$ cat src/rtl/seg_display_mux.sv
// Scans four BCD digits (MM.SS) onto a common-anode 7-segment display with colon dot and per-field blink.
// Latency: outputs registered, 1 clk after digit/blink state; no backpressure (free-running scan, inputs sampled once per scan).
module seg_display_mux #(
  parameter int REFRESH_DIV = 100000,
  parameter int BLINK_DIV   = 25000000
) (
  input  logic       clk,
  input  logic       reset,
  input  logic [3:0] min_ten,
  input  logic [3:0] min_one,
  input  logic [3:0] sec_ten,
  input  logic [3:0] sec_one,
  input  logic       blink_min,
  input  logic       blink_sec,
  output logic [6:0] seg,
  output logic       dp,
  output logic [3:0] an
);

  localparam int RW = (REFRESH_DIV > 2) ? $clog2(REFRESH_DIV) : 1;
  localparam int BW = (BLINK_DIV > 2) ? $clog2(BLINK_DIV) : 1;
  localparam logic [RW-1:0] REFRESH_LAST = RW'(REFRESH_DIV - 1);
  localparam logic [BW-1:0] BLINK_LAST   = BW'(BLINK_DIV - 1);

  typedef struct packed {
    logic [3:0] min_ten;
    logic [3:0] min_one;
    logic [3:0] sec_ten;
    logic [3:0] sec_one;
  } time_t;

  logic [RW-1:0] refresh_cnt;
  logic [1:0]    d;
  logic [BW-1:0] blink_cnt;
  logic          blink_phase;
  time_t         snapshot;

  logic          refresh_wrap;
  logic          scan_wrap;
  logic          blink_wrap;
  logic [3:0]    cur_digit;
  logic          blank;
  logic [3:0]    an_nxt;
  logic [6:0]    seg_nxt;
  logic          dp_nxt;

  function automatic logic [6:0] bcd_to_seg(input logic [3:0] v);
    logic [6:0] s;
    case (v)
      4'd0:    s = 7'b1000000;
      4'd1:    s = 7'b1111001;
      4'd2:    s = 7'b0100100;
      4'd3:    s = 7'b0110000;
      4'd4:    s = 7'b0011001;
      4'd5:    s = 7'b0010010;
      4'd6:    s = 7'b0000010;
      4'd7:    s = 7'b1111000;
      4'd8:    s = 7'b0000000;
      4'd9:    s = 7'b0010000;
      default: s = 7'b0111111;
    endcase
    return s;
  endfunction

  assign refresh_wrap = (refresh_cnt == REFRESH_LAST);
  assign scan_wrap    = refresh_wrap && (d == 2'd3);
  assign blink_wrap   = (blink_cnt == BLINK_LAST);

  always_ff @(posedge clk or negedge reset) begin
    if (!reset) begin
      refresh_cnt <= '0;
      d           <= 2'd0;
    end else begin
      refresh_cnt <= refresh_wrap ? '0 : refresh_cnt + RW'(1);
      if (refresh_wrap) d <= d + 2'd1;
    end
  end

  // Snapshot on the 3->0 edge so a carry never tears across one scan.
  always_ff @(posedge clk or negedge reset) begin
    if (!reset) begin
      snapshot <= '0;
    end else if (scan_wrap) begin
      snapshot <= '{min_ten: min_ten, min_one: min_one, sec_ten: sec_ten, sec_one: sec_one};
    end
  end

  always_ff @(posedge clk or negedge reset) begin
    if (!reset) begin
      blink_cnt   <= '0;
      blink_phase <= 1'b0;
    end else begin
      blink_cnt <= blink_wrap ? '0 : blink_cnt + BW'(1);
      if (blink_wrap) blink_phase <= ~blink_phase;
    end
  end

  always_comb begin
    cur_digit = snapshot.sec_one;
    case (d)
      2'd0:    cur_digit = snapshot.sec_one;
      2'd1:    cur_digit = snapshot.sec_ten;
      2'd2:    cur_digit = snapshot.min_one;
      default: cur_digit = snapshot.min_ten;
    endcase
  end

  // d[1] selects the minute pair; blink inputs act live, not via the snapshot.
  assign blank = blink_phase && ((d[1] && blink_min) || (!d[1] && blink_sec));

  always_comb begin
    an_nxt  = 4'b1111;
    seg_nxt = 7'b1111111;
    dp_nxt  = 1'b1;
    if (!blank) begin
      an_nxt[d] = 1'b0;
      seg_nxt   = bcd_to_seg(cur_digit);
      dp_nxt    = (d != 2'd2);
    end
  end

  always_ff @(posedge clk or negedge reset) begin
    if (!reset) begin
      an  <= 4'b1111;
      seg <= 7'b1111111;
      dp  <= 1'b1;
    end else begin
      an  <= an_nxt;
      seg <= seg_nxt;
      dp  <= dp_nxt;
    end
  end

endmodule

$ cat config.mk
export PLATFORM = sky130hd
export DESIGN_NAME = seg_display_mux
export DESIGN_NICKNAME = d
export VERILOG_FILES = /design/src/rtl/seg_display_mux.sv
export SDC_FILE = /design/constraint.sdc
export NUM_CORES = 1
export LEC_CHECK = 0
export ABC_AREA = 1
export CAP_MARGIN = 10
export CORE_MARGIN = 3
export CORE_UTILIZATION = 50
export DETAILED_ROUTE_END_ITERATION = 8
export PLACE_DENSITY = 0.75
export SLEW_MARGIN = 0
export SYNTH_ARGS = -nofsm -noshare
export SYNTH_HDL_FRONTEND = slang
export SYNTH_SLANG_ARGS = --single-unit
export TNS_END_PERCENT = 20
$ cat constraint.sdc
create_clock -name clk -period 2.3 [get_ports clk]
set_clock_uncertainty 0.1 [all_clocks]
set_input_delay 0.69 -clock clk [delete_from_list [all_inputs] [get_ports clk]]
set_output_delay 0.69 -clock clk [all_outputs]
set_load 0.01 [all_outputs]
**Word level (Yosys, flattened, before mapping)**

Memories as Yosys holds them, arrays and structs flattened.
Index checks and enable logic that the tools add are counted.

- Bits in registers: 73
- Memory bits (read-only): 112
- Output and inout port bits: 12
- Logic and storage cells: 41
- Memories kept: 1

- Add/sub/neg operators: 3
- Order comparisons: 2
- Eq/ne operators: 6
- Mux-type cells: 8
- Bitwise operators: 2
- Reduce and logical (&&, ||, !) cells: 8

Memory list:

| memory | depth | bits a word | read ports | clocked after Yosys merged registers in | wr ports | RTL line | RTL |
|---|---|---|---|---|---|---|---|
| (name not given) | 16 | 7 | 1 | 0 | 0 | 49 | `case (v)` |

Operators with widths:

| kind | count |
|---|---|
| adder 25 x 1 -> 25 bit (second input constant) | 1 |
| equality test 25 bit (second input constant) | 1 |
| 2-to-1 mux 25 bit | 1 |
| adder 17 x 1 -> 17 bit (second input constant) | 1 |
| equality test 17 bit (second input constant) | 1 |
| 2-to-1 mux 17 bit | 1 |
| case mux 4 bit (3 select lines) | 1 |
| 2-to-1 mux 7 bit | 1 |
| logical AND 1 bit | 5 |
| equality test 2 bit (second input constant) | 2 |
| 2-to-1 mux 4 bit | 1 |
| NOT 4 bit | 1 |
| less-than comparator 2 x 3 -> 1 bit (second input constant) | 1 |
| adder 2 x 1 -> 2 bit (second input constant) | 1 |
| demux 1 bit (select 2 bit) | 1 |
| equality test 2 x 1 -> 1 bit (second input constant) | 1 |
| >= comparator 2 x 1 -> 1 bit (second input constant) | 1 |
| logical NOT 2 bit | 1 |
| 2-to-1 mux 1 bit | 2 |
| inequality test 2 bit (second input constant) | 1 |
| logical NOT 1 bit | 1 |
| logical OR 1 bit | 1 |
| NOT 1 bit | 1 |

**Depth between registers and ports, before layout**

- Word-level depth: 6
- Gate-level depth with buffers: 11
- Depth with buffers taken out: 11

**Least setup slack after synthesis**

No wires, ideal clock.

- Path kind: register -> register
- From: register d[0]
- To: register seg[3]
- Setup time: 0.061 ns
- Arrival time: 1.573 ns
- Path slack: 0.566 ns
- Stages on the path, launching flop included: 12
- Period minus slack after synthesis: 1.734 ns
- Path through: dfrtp_1 -> inv_1 -> ha_1 -> nand2_1 -> nand2_1 -> o21bai_1 -> ha_1 -> inv_1 -> nand2_1 -> nand2_1 -> nand2_1 -> nand2_1

- Longest elaborated chain between the ends: 4
- Elaborated cells between the ends (all ways): 6

RTL lines:

| element | RTL line | RTL |
|---|---|---|
| start: declaration | 33 | `logic [1:0] d;` |
| start signal: assignment | 75 | `if (refresh_wrap) d <= d + 2'd1;` |
| equality test 2 bit, or another cell as far along | 100 | `case (d)` |
| case mux 4 bit (3 select lines) * | 100 |  |
| memory (16 x 7 bit) * | - |  |
| 2-to-1 mux 7 bit * | 115 | `if (!blank) begin` |
| net seg_nxt[3] | 44 | `logic [6:0] seg_nxt;` |
| end signal: assignment | 129 | `seg <= seg_nxt;` |
| end: declaration | 15 | `output logic [6:0] seg,` |

The timed path passes the listed nets; every way through them passes the cells marked *.
A chain may end at the register's enable or synchronous reset.

**Worst setup path after layout**

- From: register seg[5]
- To: output seg[5]

No word-level cell between the ends.

==> flow_summary.json <==
{
  "core_sq_mm": 0.00749,
  "route.detailed.drc": 0,
  "arrival_ns": 1.41,
  "ctsResizeCount": 0,
  "syn_area_sq_mm": 0.00398,
  "maxSlewHeadroom": 0.731,
  "grt_pass1_vias": 3198,
  "worst_pin_slew_ns": 0.404,
  "ant_nets": 0,
  "diodes": 0,
  "cts_hold_buffers": 0,
  "avgRoutedWirePerCell_um": 12.4,
  "fin_crit_sh": 0.957,
  "seqCellArea_sq_mm": 0.00182,
  "final_layout_size_suffix_gt1_frac": 0.0802,
  "stdcell_area_sq_mm": 0.00460,
  "routabilityCongestion": 0.948,
  "vdd_drop_max_v": 0.000388,
  "path_cells": "clkdlybuf4s50_1",
  "startpoint_type": "register",
  "post-dp-hpwl_mm": 6.36,
  "die_w_um": 95.2,
  "power_uw": 2410,
  "max_cap_violations": 0,
  "clockBufferDepth": 2,
  "synth_cells": 542,
  "worstSetupPathType": "reg -> out",
  "fin_nets": 611,
  "hold_violations": 0,
  "cts_setup_buffers": 0,
  "clk_latency_ns": 0.35,
  "crit_buf_inv": 1,
  "initial_core_util": 0.531,
  "place_area_sq_mm": 0.00439,
  "grt_overflow": 0,
  "crit_family": "buffers and inverters",
  "grt.total_usage": 0.208,
  "grt_pass1_wl_mm": 14.8,
  "dieHeight_um": 95.2,
  "powerDensity_mw_per_mm2": 524,
  "timing.hold.ws_ns": 0.239,
  "vias": 3421,
  "syn2layout_area_growth_pct": 15.7,
  "fp-row-count": 31,
  "yosys_warnings": 0,
  "cpMaxStageDelayCell": "clkdlybuf4s50_1",
  "grt_max_degree": 73,
  "crit_path_max_fanout": 1,
  "slew_viol_final": 0,
  "cts_buffers": 9,
  "syn_area_per_cell_sq_um": 7.34,
  "ios": 32,
  "tns_ns": 0,
  "vias_per_cell": 4.99,
  "io_buffers": 31,
  "routed_wl_mm": 8.51,
  "htreeDepth": 3,
  "drt_pass1_iterations": 5,
  "die_area_sq_mm": 0.00906,
  "max_freq_ghz": 0.454,
  "cp.required_ns": 1.51,
  "synthesis.nets": 572,
  "grt_antenna_before_repair": 0,
  "clk_pin_slew_ns": 0.08,
  "synth-seq-area-share": 0.457,
  "yosysUniqueCellTypes": 29,
  "multiInputGateArea_sq_mm": 0.00184,
  "cts_sinks": 72,
  "drt-initial-drc-count": 162,
  "synth_seq_cells": 72,
  "cp-end-kind": "output port",
  "fillers": 654,
  "status": "finished, final reports clean",
  "cpPeakStageDelay_ns": 0.55,
  "rsz0062_at_grt": "no",
  "hp-class": "in -> async",
  "cts_tree": "built",
  "clock-root-buffer": "clkbuf_8",
  "p_leak_uw": 0.00215,
  "setup_viol": 0,
  "min_period_ns": 2.20
}
==> cells in the final DEF, fill, tap and decap left out <==
| cell | instances |
|---|---|
| a21o_1 | 1 |
| a21oi_1 | 5 |
| a21oi_2 | 1 |
| buf_12 | 1 |
| buf_2 | 1 |
| buf_4 | 3 |
| bufinv_16 | 2 |
| clkbuf_1 | 1 |
| clkbuf_8 | 9 |
| clkdlybuf4s50_1 | 30 |
| clkinv_2 | 3 |
| clkinvlp_4 | 2 |
| dfrtp_1 | 61 |
| dfstp_2 | 11 |
| ha_1 | 10 |
| inv_1 | 65 |
| inv_2 | 4 |
| nand2_1 | 182 |
| nand2_2 | 1 |
| nand2_4 | 1 |
| nand3_1 | 41 |
| nand3_2 | 2 |
| nand3_4 | 1 |
| nand4_1 | 11 |
| nor2_1 | 87 |
| nor2_2 | 1 |
| nor2_4 | 3 |
| nor3_1 | 16 |
| o21ai_0 | 12 |
| o21ai_2 | 1 |
| o21bai_1 | 2 |
| or2_1 | 1 |
| xnor2_1 | 5 |
| xor2_1 | 9 |
==> synth_stat cells (all sizes together) <==
| library cell | instances | area share |
|---|---|---|
| buf | 7 | 0.015 |
| xnor2 | 5 | 0.011 |
| a21o | 1 | 0.0019 |
| nor3 | 16 | 0.020 |
| o21ai | 13 | 0.017 |
| o21bai | 2 | 0.0038 |
| nand4 | 11 | 0.017 |
| ha | 10 | 0.031 |
| dfstp | 11 | 0.073 |
| nand3 | 44 | 0.061 |
| nand2 | 184 | 0.18 |
| a21oi | 6 | 0.0085 |
| or2 | 1 | 0.0016 |
| inv | 69 | 0.065 |
| dfrtp | 61 | 0.38 |
| nor2 | 91 | 0.092 |
| xor2 | 9 | 0.020 |
| clkinv | 1 | 0.0013 |
==> through the flow <==
step	cells	setup slack (ns)	utilization
floorplan	542	0.566	-
global placement	669	0.413	0.586
detailed placement	669	0.336	0.586
CTS	685	0.0758	0.615
global route	685	0.0559	0.615
finish	685	0.0978	0.615
==> per-layer routing <==
layer  share of wire  up-vias  track usage
met1            0.48     1572        0.297
met5               0        -            0
met2            0.46       83        0.322
met3           0.050        8       0.0434
met4           0.012        0       0.0577
li1                -     1758            -
==> cell families after synthesis <==
kind of cell	count (synthesis)	synth area share
AOI/OAI and AO/OA	22	0.0315
xor gates and xnor gates	14	0.0308
adders and majority gates	10	0.0315
buffers and inverters	77	0.0812
DFF	72	0.457
and+or+nand+nor	347	0.368
==> state kept, by name (all words and copies together), names as in the netlist <==
signal / cells
snapshot: 16
d: 2
an: 4
blink_phase: 1
refresh_cnt: 17
blink_cnt: 25
seg: 7
==> final cells by class <==
type                            instances  area share
Inverter                               70      0.0574
Tap cell                               99      0.0269
Clock inverter                          6      0.0185
Timing Repair Buffer                   35      0.0756
Sequential cell                        72       0.395
Clock buffer                           10      0.0277
Multi-Input combinational cell        393       0.399
==> where the power goes <==
part / switching (uW) / total, uW / leakage, uW / internal [uW]
Combinational: 28.3 / 59.0 / 0.00120 / 30.7
Clock: 478 / 1090 / 0.000102 / 607
Sequential: 0 / 1270 / 0.000855 / 1270
==> path summary, 6_finish.rpt <==
path	start	endpoint	slack, ns	depth (start not counted)
min reg2reg	refresh_cnt[14]	refresh_cnt[14]	0.37	1
min	reset	blink_cnt[22]	0.24	2
max reg2reg	d[1]	seg[3]	0.29	11
max in group asynchronous	reset	an[2]	1.49	2
max	seg[5]	seg[5]	0.1	1
min in group clk	refresh_cnt[14]	refresh_cnt[14]	0.37	1
No activity file was read; power rests on OpenSTA's default activity.
==> RTL edit, RTL diff (config.mk and constraints unchanged) <==
The parameter `REFRESH_DIV` goes from 100000 to 200000.
--- a/src/rtl/seg_display_mux.sv
+++ b/src/rtl/seg_display_mux.sv
@@ -1,7 +1,7 @@
 // Scans four BCD digits (MM.SS) onto a common-anode 7-segment display with colon dot and per-field blink.
 // Latency: outputs registered, 1 clk after digit/blink state; no backpressure (free-running scan, inputs sampled once per scan).
 module seg_display_mux #(
-  parameter int REFRESH_DIV = 100000,
+  parameter int REFRESH_DIV = 200000,
   parameter int BLINK_DIV   = 25000000
 ) (
   input  logic       clk,
Formal check against the unedited RTL: no difference found for any inputs over 10 cycles, from zero or initial values and one cycle with reset low; that may be too few to reach the edited logic, so the function may still have changed.
==> RTL edit against the original RTL <==
Area after synthesis rose by 3.5%; sequential cell count up 1; hold slack gained 0.00098 ns; utilization decreased by 1.0 points; cell area is 3.1% higher; critical path depth unchanged; highest routed layer unchanged; total power fell by 1.2%; largest power group unchanged; global-route usage decreased by 1.5 points; worst setup slack lost 0.0028 ns; wire length down 0.82%; via count down 3.6%; combinational power rose by 15%; register-to-register slack barely moved.
==> RTL edit: results (changes against the original RTL) <==
| Metric | Value |
|---|---|
| Non-clock buffer count | `34 (-2.9%)` |
| Met1 GRT Util | `0.2651 (-0.03166)` |
| Status | `completed` |
| Largest registers | `blink_cnt: 25 flops, refresh_cnt: 18 flops, snapshot: 16 flops` |
| Share of cells above drive strength 1 | `0.1404 (+0.06015)` |
| Met2 Wirelength | `3.889 mm (-0.77%)` |
| Cell total after placement | `656 (-1.9%)` |
| Fillers | `682 (+4.3%)` |
| Non-clock inverters | `78 (+11%)` |
| Clock share of power | `0.433 (-0.017)` |
| Xor/xnor share of the synthesized area | `0.04043 (+0.009589)` |
| WL/cell | `12.56 microns (+1.1%)` |
| M1 WL | `3.998 mm (-1.5%)` |
| Cells taking the most area after synthesis | `dfrtp_1 38%, nand2_1 14%, nor2_1 7.4%` |
| Adder-cell area share of the yosys netlist | `0.03040 (-0.001071)` |
| Drt total wl | `8.438 mm (-0.82%)` |
| Grt met3 use | `0.04254 (-0.0008718)` |
| Fraction of area in registers | `0.3879 (-0.006585)` |
| Vias in the first global route | `3266 (+2.1%)` |
| Total track usage | `0.1934 (-0.01506)` |
| Dpl hpwl | `6.401 mm (+0.71%)` |
| Cells after Synth | `524 (-3.3%)` |
| Initial DRC count | `164 (+1.2%)` |
| Tap Cells | `102 (+3.0%)` |
| Critical Path Slowest Stage Cell | `dfstp_2` |
| Final GP Congestion | `0.8710 (-8.1%)` |
| Peak supply drop | `0.3796 mV (-2.1%)` |
| NumNets Final | `595 (-2.6%)` |
| Worst skew pair latency | `~0.36 ns` |
| Met3 WL | `383 microns (-11%)` |
| Maximum fanout along the worst path | `2 (+1)` |
| Kind of cell adding the most delay to the critical path | `flip-flops` |
| DP Area | `0.004543 sq mm (+3.5%)` |
| Post-synthesis compound-gate area fraction | `0.06353 (+0.03206)` |
| ClkCell Share | `0.04246 (-0.003763)` |
| Leak | `2.293 nW (+6.4%)` |
| Multi-In Gates | `369 (-6.1%)` |
| Int Pwr | `0.001826 W (-4.1%)` |
| Count of different cell masters after synthesis | `32 (+10%)` |
| Worst slew pin tran | `0.3823 ns (-0.02179 ns)` |
| CP max stage delay | `0.53 ns (-0.02 ns)` |
| GR Layer Usage met2 | `0.2972 (-0.02521)` |
| Non-clock buffer share of cell area | `0.07173 (-0.003855)` |
| Clock buffer depth | `2 (unchanged)` |
| Pre-CTS worst setup slack | `0.3205 ns (-0.01510 ns)` |
| Sw Share | `0.2334 (+0.02317)` |
| Power density over the cells | `502.0 mW/mm^2 (-4.1%)` |
| Post-synth net total | `554 (-3.1%)` |
| Flops & latches, synth | `73 (+1.4%)` |
| Post-synth top cells | `152 x nand2_1, 81 x nor2_1, 70 x inv_1` |
| Register area share after synthesis | `0.4471 (-0.009464)` |
| P_comb | `0.0000678 W (+15%)` |
-- RTL edit: changes by cell type in the layout (fill, tap and decap cells not counted), moves of 3 or more --
cell and change:
inv_2 +4, inv_1 +5, nand4_1 -5, nand2_1 -30
o21ai_0 -4, xnor2_1 -3, xor2_1 +8, o21ai_2 +15
nor2_1 -6, nor2_2 +4, nand3_1 -12
-- RTL edit: final timing paths --
check,startpoint,end,slack [ns],depth (start not counted)
worst min-delay path,reset,blink_cnt[23]$_DFF_PN0_,0.24,2
max in group asynchronous,reset,an[0]$_DFF_PN1_,1.53,2
worst min register to register,refresh_cnt[0]$_DFF_PN0_,refresh_cnt[0]$_DFF_PN0_,0.38,1
min in group clk,refresh_cnt[0]$_DFF_PN0_,refresh_cnt[0]$_DFF_PN0_,0.38,1
worst max-delay path,an[2]$_DFF_PN1_,an[2],0.1,1
worst max register to register,d[1]$_DFFE_PN0N_,seg[3]$_DFF_PN1_,0.29,11
